**src/rtl/atmr_mon_pkg.sv**
```systemverilog
// Shared definitions for the ATMR vote monitor.
//   REP_ORI/REP_MAI/REP_MEN : replica index, also the bit position in err_o/fault_o
//   SEL_SAMPLES             : cnt_sel_i value that selects the accepted-sample counter
//   DEFAULT_WIDTH           : default replica vector width (z0..z9)
//   sat_inc()               : increment that sticks at a caller-supplied maximum
package atmr_mon_pkg;

    localparam int unsigned REP_ORI       = 0;
    localparam int unsigned REP_MAI       = 1;
    localparam int unsigned REP_MEN       = 2;
    localparam int unsigned SEL_SAMPLES   = 3;
    localparam int unsigned DEFAULT_WIDTH = 10;

    // Callers zero-extend into 32 bits and truncate the result back to their own width.
    function automatic logic [31:0] sat_inc(input logic [31:0] val, input logic [31:0] max);
        return (val >= max) ? max : val + 32'd1;
    endfunction

endpackage

```
**src/rtl/atmr_replica_tracker.sv**
```systemverilog
// Per-replica statistics: saturating mismatch counter, consecutive-mismatch run-length and
// sticky fault flag.
//   clk, rst : clock, synchronous active-high reset
//   clr      : clear counter, run-length and fault; wins over upd
//   upd      : an accepted sample is being recorded this cycle
//   mis      : that sample's replica disagreed with the vote
//   cnt      : saturating mismatch count
//   fault    : set once PERSIST consecutive mismatches have been recorded
module atmr_replica_tracker
    import atmr_mon_pkg::*;
#(
    parameter int unsigned CNT_W   = 16,
    parameter int unsigned PERSIST = 4
) (
    input  logic             clk,
    input  logic             rst,
    input  logic             clr,
    input  logic             upd,
    input  logic             mis,
    output logic [CNT_W-1:0] cnt,
    output logic             fault
);

    localparam logic [31:0] CntMax = 32'({CNT_W{1'b1}});
    localparam logic [31:0] RunMax = 32'(PERSIST);

    logic [CNT_W-1:0] cnt_q;
    logic [3:0]       run_q, run_d;
    logic             fault_q;

    // Run-length stops at PERSIST so a long mismatch streak cannot wrap the 4-bit field.
    always_comb begin
        run_d = 4'd0;
        if (mis) begin
            run_d = 4'(sat_inc(32'(run_q), RunMax));
        end
    end

    always_ff @(posedge clk) begin
        if (rst || clr) begin
            cnt_q   <= '0;
            run_q   <= 4'd0;
            fault_q <= 1'b0;
        end else if (upd) begin
            if (mis) begin
                cnt_q <= CNT_W'(sat_inc(32'(cnt_q), CntMax));
            end
            run_q <= run_d;
            if (run_d == 4'(PERSIST)) begin
                fault_q <= 1'b1;
            end
        end
    end

    assign cnt   = cnt_q;
    assign fault = fault_q;

endmodule

```
**src/rtl/atmr_vote_monitor.sv**
```systemverilog
// Registered 2-of-3 vote stage for an approximate-TMR circuit, with mismatch statistics.
//   clk, rst              : clock, synchronous active-high reset
//   in_valid / in_ready   : replica sample handshake
//   ori_i, mai_i, men_i   : original and two approximate replica vectors
//   clr_i                 : clear counters and sticky faults (voting unaffected)
//   out_valid / out_ready : voted result handshake
//   z_o                   : bitwise majority vote
//   err_o                 : replicas disagreeing with z_o (bit0 ori, bit1 mai, bit2 men)
//   tri_o                 : no two replicas agree on the full word
//   fault_o               : sticky persistent-mismatch flags, same order as err_o
//   cnt_sel_i / cnt_o     : counter readback (0 ori, 1 mai, 2 men, 3 samples)
module atmr_vote_monitor
    import atmr_mon_pkg::*;
#(
    parameter int unsigned WIDTH   = DEFAULT_WIDTH,
    parameter int unsigned CNT_W   = 16,
    parameter int unsigned PERSIST = 4
) (
    input  logic             clk,
    input  logic             rst,
    input  logic             in_valid,
    output logic             in_ready,
    input  logic [WIDTH-1:0] ori_i,
    input  logic [WIDTH-1:0] mai_i,
    input  logic [WIDTH-1:0] men_i,
    input  logic             clr_i,
    output logic             out_valid,
    input  logic             out_ready,
    output logic [WIDTH-1:0] z_o,
    output logic [2:0]       err_o,
    output logic             tri_o,
    output logic [2:0]       fault_o,
    input  logic [1:0]       cnt_sel_i,
    output logic [CNT_W-1:0] cnt_o
);

    localparam logic [31:0] CntMax = 32'({CNT_W{1'b1}});

    logic             accept;
    logic [WIDTH-1:0] rep [3];
    logic [WIDTH-1:0] z_d;
    logic [2:0]       err_d;
    logic             tri_d;

    logic             out_valid_q;
    logic [WIDTH-1:0] z_q;
    logic [2:0]       err_q;
    logic             tri_q;
    logic [CNT_W-1:0] samples_q;
    logic [CNT_W-1:0] rep_cnt [3];

    assign in_ready = !out_valid_q || out_ready;
    assign accept   = in_valid && in_ready;

    assign rep[REP_ORI] = ori_i;
    assign rep[REP_MAI] = mai_i;
    assign rep[REP_MEN] = men_i;

    assign z_d   = (ori_i & mai_i) | (ori_i & men_i) | (mai_i & men_i);
    assign tri_d = (ori_i != mai_i) && (ori_i != men_i) && (mai_i != men_i);

    always_comb begin
        err_d = 3'b000;
        for (int k = 0; k < 3; k++) begin
            err_d[k] = (rep[k] != z_d);
        end
    end

    always_ff @(posedge clk) begin
        if (rst) begin
            out_valid_q <= 1'b0;
            z_q         <= '0;
            err_q       <= 3'b000;
            tri_q       <= 1'b0;
        end else if (accept) begin
            out_valid_q <= 1'b1;
            z_q         <= z_d;
            err_q       <= err_d;
            tri_q       <= tri_d;
        end else if (out_ready) begin
            out_valid_q <= 1'b0;
        end
    end

    always_ff @(posedge clk) begin
        if (rst || clr_i) begin
            samples_q <= '0;
        end else if (accept) begin
            samples_q <= CNT_W'(sat_inc(32'(samples_q), CntMax));
        end
    end

    for (genvar k = 0; k < 3; k++) begin : g_rep
        atmr_replica_tracker #(
            .CNT_W   (CNT_W),
            .PERSIST (PERSIST)
        ) u_tracker (
            .clk   (clk),
            .rst   (rst),
            .clr   (clr_i),
            .upd   (accept),
            .mis   (err_d[k]),
            .cnt   (rep_cnt[k]),
            .fault (fault_o[k])
        );
    end

    always_comb begin
        cnt_o = samples_q;
        unique case (cnt_sel_i)
            2'(REP_ORI):     cnt_o = rep_cnt[REP_ORI];
            2'(REP_MAI):     cnt_o = rep_cnt[REP_MAI];
            2'(REP_MEN):     cnt_o = rep_cnt[REP_MEN];
            2'(SEL_SAMPLES): cnt_o = samples_q;
        endcase
    end

    assign out_valid = out_valid_q;
    assign z_o       = z_q;
    assign err_o     = err_q;
    assign tri_o     = tri_q;

endmodule

```
**config.mk**
```make
export PLATFORM = sky130hd
export DESIGN_NAME = atmr_vote_monitor
export DESIGN_NICKNAME = d
export VERILOG_FILES = /design/src/rtl/atmr_mon_pkg.sv /design/src/rtl/atmr_replica_tracker.sv /design/src/rtl/atmr_vote_monitor.sv
export SDC_FILE = /design/constraint.sdc
export NUM_CORES = 1
export LEC_CHECK = 0
export CORE_UTILIZATION = 25
export DETAILED_ROUTE_END_ITERATION = 7
export PLACE_DENSITY_LB_ADDON = 0.08
export SYNTH_ARGS = -nofsm -noshare
export SYNTH_HDL_FRONTEND = slang
export SYNTH_HIERARCHICAL = 1
export SYNTH_SLANG_ARGS = --single-unit
export TNS_END_PERCENT = 50
```
**constraint.sdc**
```tcl
create_clock -name clk -period 3 [get_ports clk]
set_clock_uncertainty 0.15 [all_clocks]
set_input_delay 0.6 -clock clk [delete_from_list [all_inputs] [get_ports clk]]
set_output_delay 0.6 -clock clk [all_outputs]
set_load 0.1 [all_outputs]
```
==> summary.txt <==
Status
  • Status: completed

Synthesis
  • Post-synthesis sequential area ratio: 32.8%
  • Most frequent cells after synthesis: dfxtp_1 (94), a21oi_1 (52), xnor2_1 (47)
  • Main synth FF type: dfxtp_1
  • Synth top area share: 32.8%
  • Most frequent cell after synthesis: dfxtp_1
  • Synth top area cells: dfxtp_1 (33%), ha_1 (8.1%), xnor2_1 (7.2%)
  • Ys Warns: 6
  • Post-Synthesis Cells: 615
  • Post-synth EDFFs: 0
  • Area of the mapped netlist: 5730 um2
  • Mean Syn Cell Area: 9.32 um2
  • Cell taking the most area after synthesis: dfxtp_1
  • Distinct cells, synth: 50
  • Yosys reg bits: 94
  • Async set or reset register ratio after synthesis: 0%
  • Syn nets: 689

Floorplan
  • Core Rows: 55
  • Total Die Area: 23,500 um2
  • CORE AREA: 22,600 um2
  • Initial Utilization: 25.4%
  • Die Ht: 153 um
  • Ports: 72
  • Die extent in x: 153 um

CTS
  • Sinks on Clock Net: 94
  • Cts bufs inserted: 9
  • CTS Hold Buffers Added: 0
  • H-tree Lvls: 3
  • Root Buffer Master: clkbuf_16
  • CTS max path bufs: 2
  • Clk_lat worst skew: 0.35 ns
  • Reg clk slew, reported paths: 0.07 ns
  • TritonCTS clock tree: done

Finish
  • Fin util: 35.8%
  • Ant. Diodes: 0
  • Nets@finish: 831
  • Fill cells: 2,275
  • Layout cells sized above 1: 30.1%
  • Area growth syn-to-layout: 41.1%
  • Final cell count without fillers: 1,047

Min path
  • Worst Hold Launch: g_rep[0].u_tracker/run_q[1]$_SDFFE_PP0P_
  • Worst min path class: reg2reg
  • WHS Path Cells: 2
  • Worst Hold Path EP: g_rep[0].u_tracker/run_q[1]$_SDFFE_PP0P_

Pwr
  • Max VDD drop: 0.231 mV
  • PD cells: 372 nW/um2
  • Final Power: 3010 uW
  • Leak: 0.00301 uW

Drt
  • Initial detailed-routing violation count: 283
  • DR DRC count: 0
  • WL/cell: 17.4 um
  • Drt pass-1 iters: 5
  • Post-Route WL: 18.2 mm
  • Via count: 5,380
  • Antenna-violating nets left: 0
  • Via/cell ratio: 5.14

Global routing
  • First-pass GRT wire length: 29.1 mm
  • Vias in the first global route: 5,421
  • Largest net degree at the start of global routing: 22
  • Initial antenna violation count: 0
  • Congestion Overflow GR: 0
  • Total GRT Usage: 15.9%

Setup path
  • Crit-path max FO: 8
  • R2R Path End: samples_q[9]$_SDFFE_PP0P_
  • Worst path arrival time: 2.92 ns
  • R2r worst-path depth: 4
  • Crit. End Element: flop
  • Reg2reg start: samples_q[4]$_SDFFE_PP0P_
  • CP startpoint kind: primary input
  • R2R setup slack: 0.90 ns
  • Required @ worst endpoint: 3.07 ns
  • Crit Path Category: in2reg

Placement
  • GP Congestion: 0.815
  • Dpl cells: 1,025
  • Detail Placement HPWL: 14.1 mm
  • Port bufs: 71

Timing
  • Final hold vios: 0
  • Tmin final: 2.85 ns
  • Slew Viols, Final: 0
  • Slew @ Worst Pin: 0.506 ns
  • RSZ-0062 raised after global routing: false
  • Fmax: 351 MHz
  • Final Setup Violations: 0
  • Max-slew headroom: 66.3%
  • Final period util: 94.9%

Flow run
  • Max_cap viols: 0
-- state kept, by name, indices dropped and copies added, names as in the netlist --
| signal | count |
|---|---|
| g_rep.u_tracker/cnt | 48 |
| tri_o | 1 |
| err_o | 3 |
| z_o | 10 |
| samples_q | 16 |
| g_rep.u_tracker/run_q | 12 |
| g_rep.u_tracker/fault | 3 |
| out_valid | 1 |
-- critical path, cell delays in order --
cell,delay [ns]
clkdlybuf4s50_1,0.48
ha_1,0.23
nor3_1,0.18
buf_4,0.17
xnor2_1,0.18
nor4_2,0.09
nand2_2,0.13
nand4_4,0.21
nor4_4,0.39
xnor2_1,0.18
a21oi_2,0.08
-- placed cells by master (no fill, tap or decap), types with 9 or more instances in the layout --
cell,netlist,layout
clkdlybuf4s50_1,0,13
dfxtp_1,94,94
nand2b_1,17,17
a211oi_1,16,16
buf_4,3,101
a31oi_1,25,25
o31a_1,12,12
nor3_1,27,24
nor4_1,28,15
nand2_1,26,23
dlymetal6s2s_1,0,22
nor4_2,3,14
ha_1,37,21
nand3_1,25,25
and3_1,10,10
clkbuf_16,0,9
xnor2_1,47,45
ha_2,0,9
mux4_2,15,16
nand4_1,18,18
nor2_1,41,41
a21oi_1,52,52
buf_12,0,18
-- cell families after synthesis --
family | Yosys count | share of synthesized area [%]
AO/OA/AOI/OAI | 130 | 14.3
XOR/XNOR | 53 | 8.10
adder cells (fa/ha/maj) | 37 | 8.08
buffers and inverters | 33 | 2.55
flip-flops | 94 | 32.8
multiplexers | 23 | 7.58
AND/OR/NAND/NOR | 245 | 26.5
-- worst max-delay path by stage --
stage / from / to / slack [ns] / cells after the start
floorplan: out_valid$_SDFFE_PP0P_ / g_rep[0].u_tracker/cnt[12]$_SDFFE_PP0P_ / 0.04 / 9
global placement: mai_i[7] / g_rep[2].u_tracker/cnt[12]$_SDFFE_PP0P_ / -0.54 / 11
detailed placement: ori_i[3] / g_rep[1].u_tracker/cnt[4]$_SDFFE_PP0P_ / -0.58 / 12
CTS: mai_i[7] / g_rep[2].u_tracker/cnt[10]$_SDFFE_PP0P_ / -0.007 / 11
global route: men_i[8] / g_rep[2].u_tracker/cnt[11]$_SDFFE_PP0P_ / 0.003 / 12
finish: ori_i[5] / g_rep[2].u_tracker/cnt[13]$_SDFFE_PP0P_ / 0.15 / 11
-- timing repair --
| action | 4_1_cts | 5_1_grt |
|---|---|---|
| endpoints found under the setup margin | 56 | 53 |
| gates cloned | 1 | 0 |
| buffers inserted | 1 | 4 |
| resized for setup | 26 | 52 |
| pin swaps | 8 | 10 |
-- report_power, final --
part / internal [uW] / total (uW) / switching, uW
registers: 1270 / 1290 / 21.8
clock network: 581 / 1090 / 513
logic: 265 / 627 / 361
total: 2120 / 3010 / 896
-- final cells by class --
| cell class | count | area [um2] | share of cell area [%] |
|---|---|---|---|
| Inverter | 7 | 26.3 | 0.325 |
| Timing Repair Buffer | 156 | 1540 | 19.1 |
| Clock inverter | 6 | 37.5 | 0.464 |
| Clock buffer | 10 | 239 | 2.95 |
| Multi-Input combinational cell | 489 | 4000 | 49.5 |
| Sequential cell | 94 | 1880 | 23.3 |
| Tap cell | 285 | 357 | 4.41 |
-- metrics by stage --
step / TNS (ns) / area (um2) / setup WS (ns) / hold WS [ns]
after floorplan: 0 / 5730 / 0.0415 / 0.299
after global placement: -27.31 / 7410 / -0.536 / 0.308
after detailed placement: -29.11 / 7410 / -0.583 / 0.323
after CTS: -0.0110 / 7830 / -0.00688 / 0.335
after global routing: 0 / 8090 / 0.00296 / 0.350
final: 0 / 8090 / 0.152 / 0.331
-- per-layer routing --
| metal | wire (um) | up-vias | track usage, % |
|---|---|---|---|
| li1 | - | 2645 | - |
| met1 | 8470 | 2608 | 20.9 |
| met2 | 8750 | 113 | 26.0 |
| met3 | 819 | 14 | 3.80 |
| met4 | 207 | 0 | 4.05 |
| met5 | 0 | - | 0 |
No activity file was read; power rests on OpenSTA's default activity.
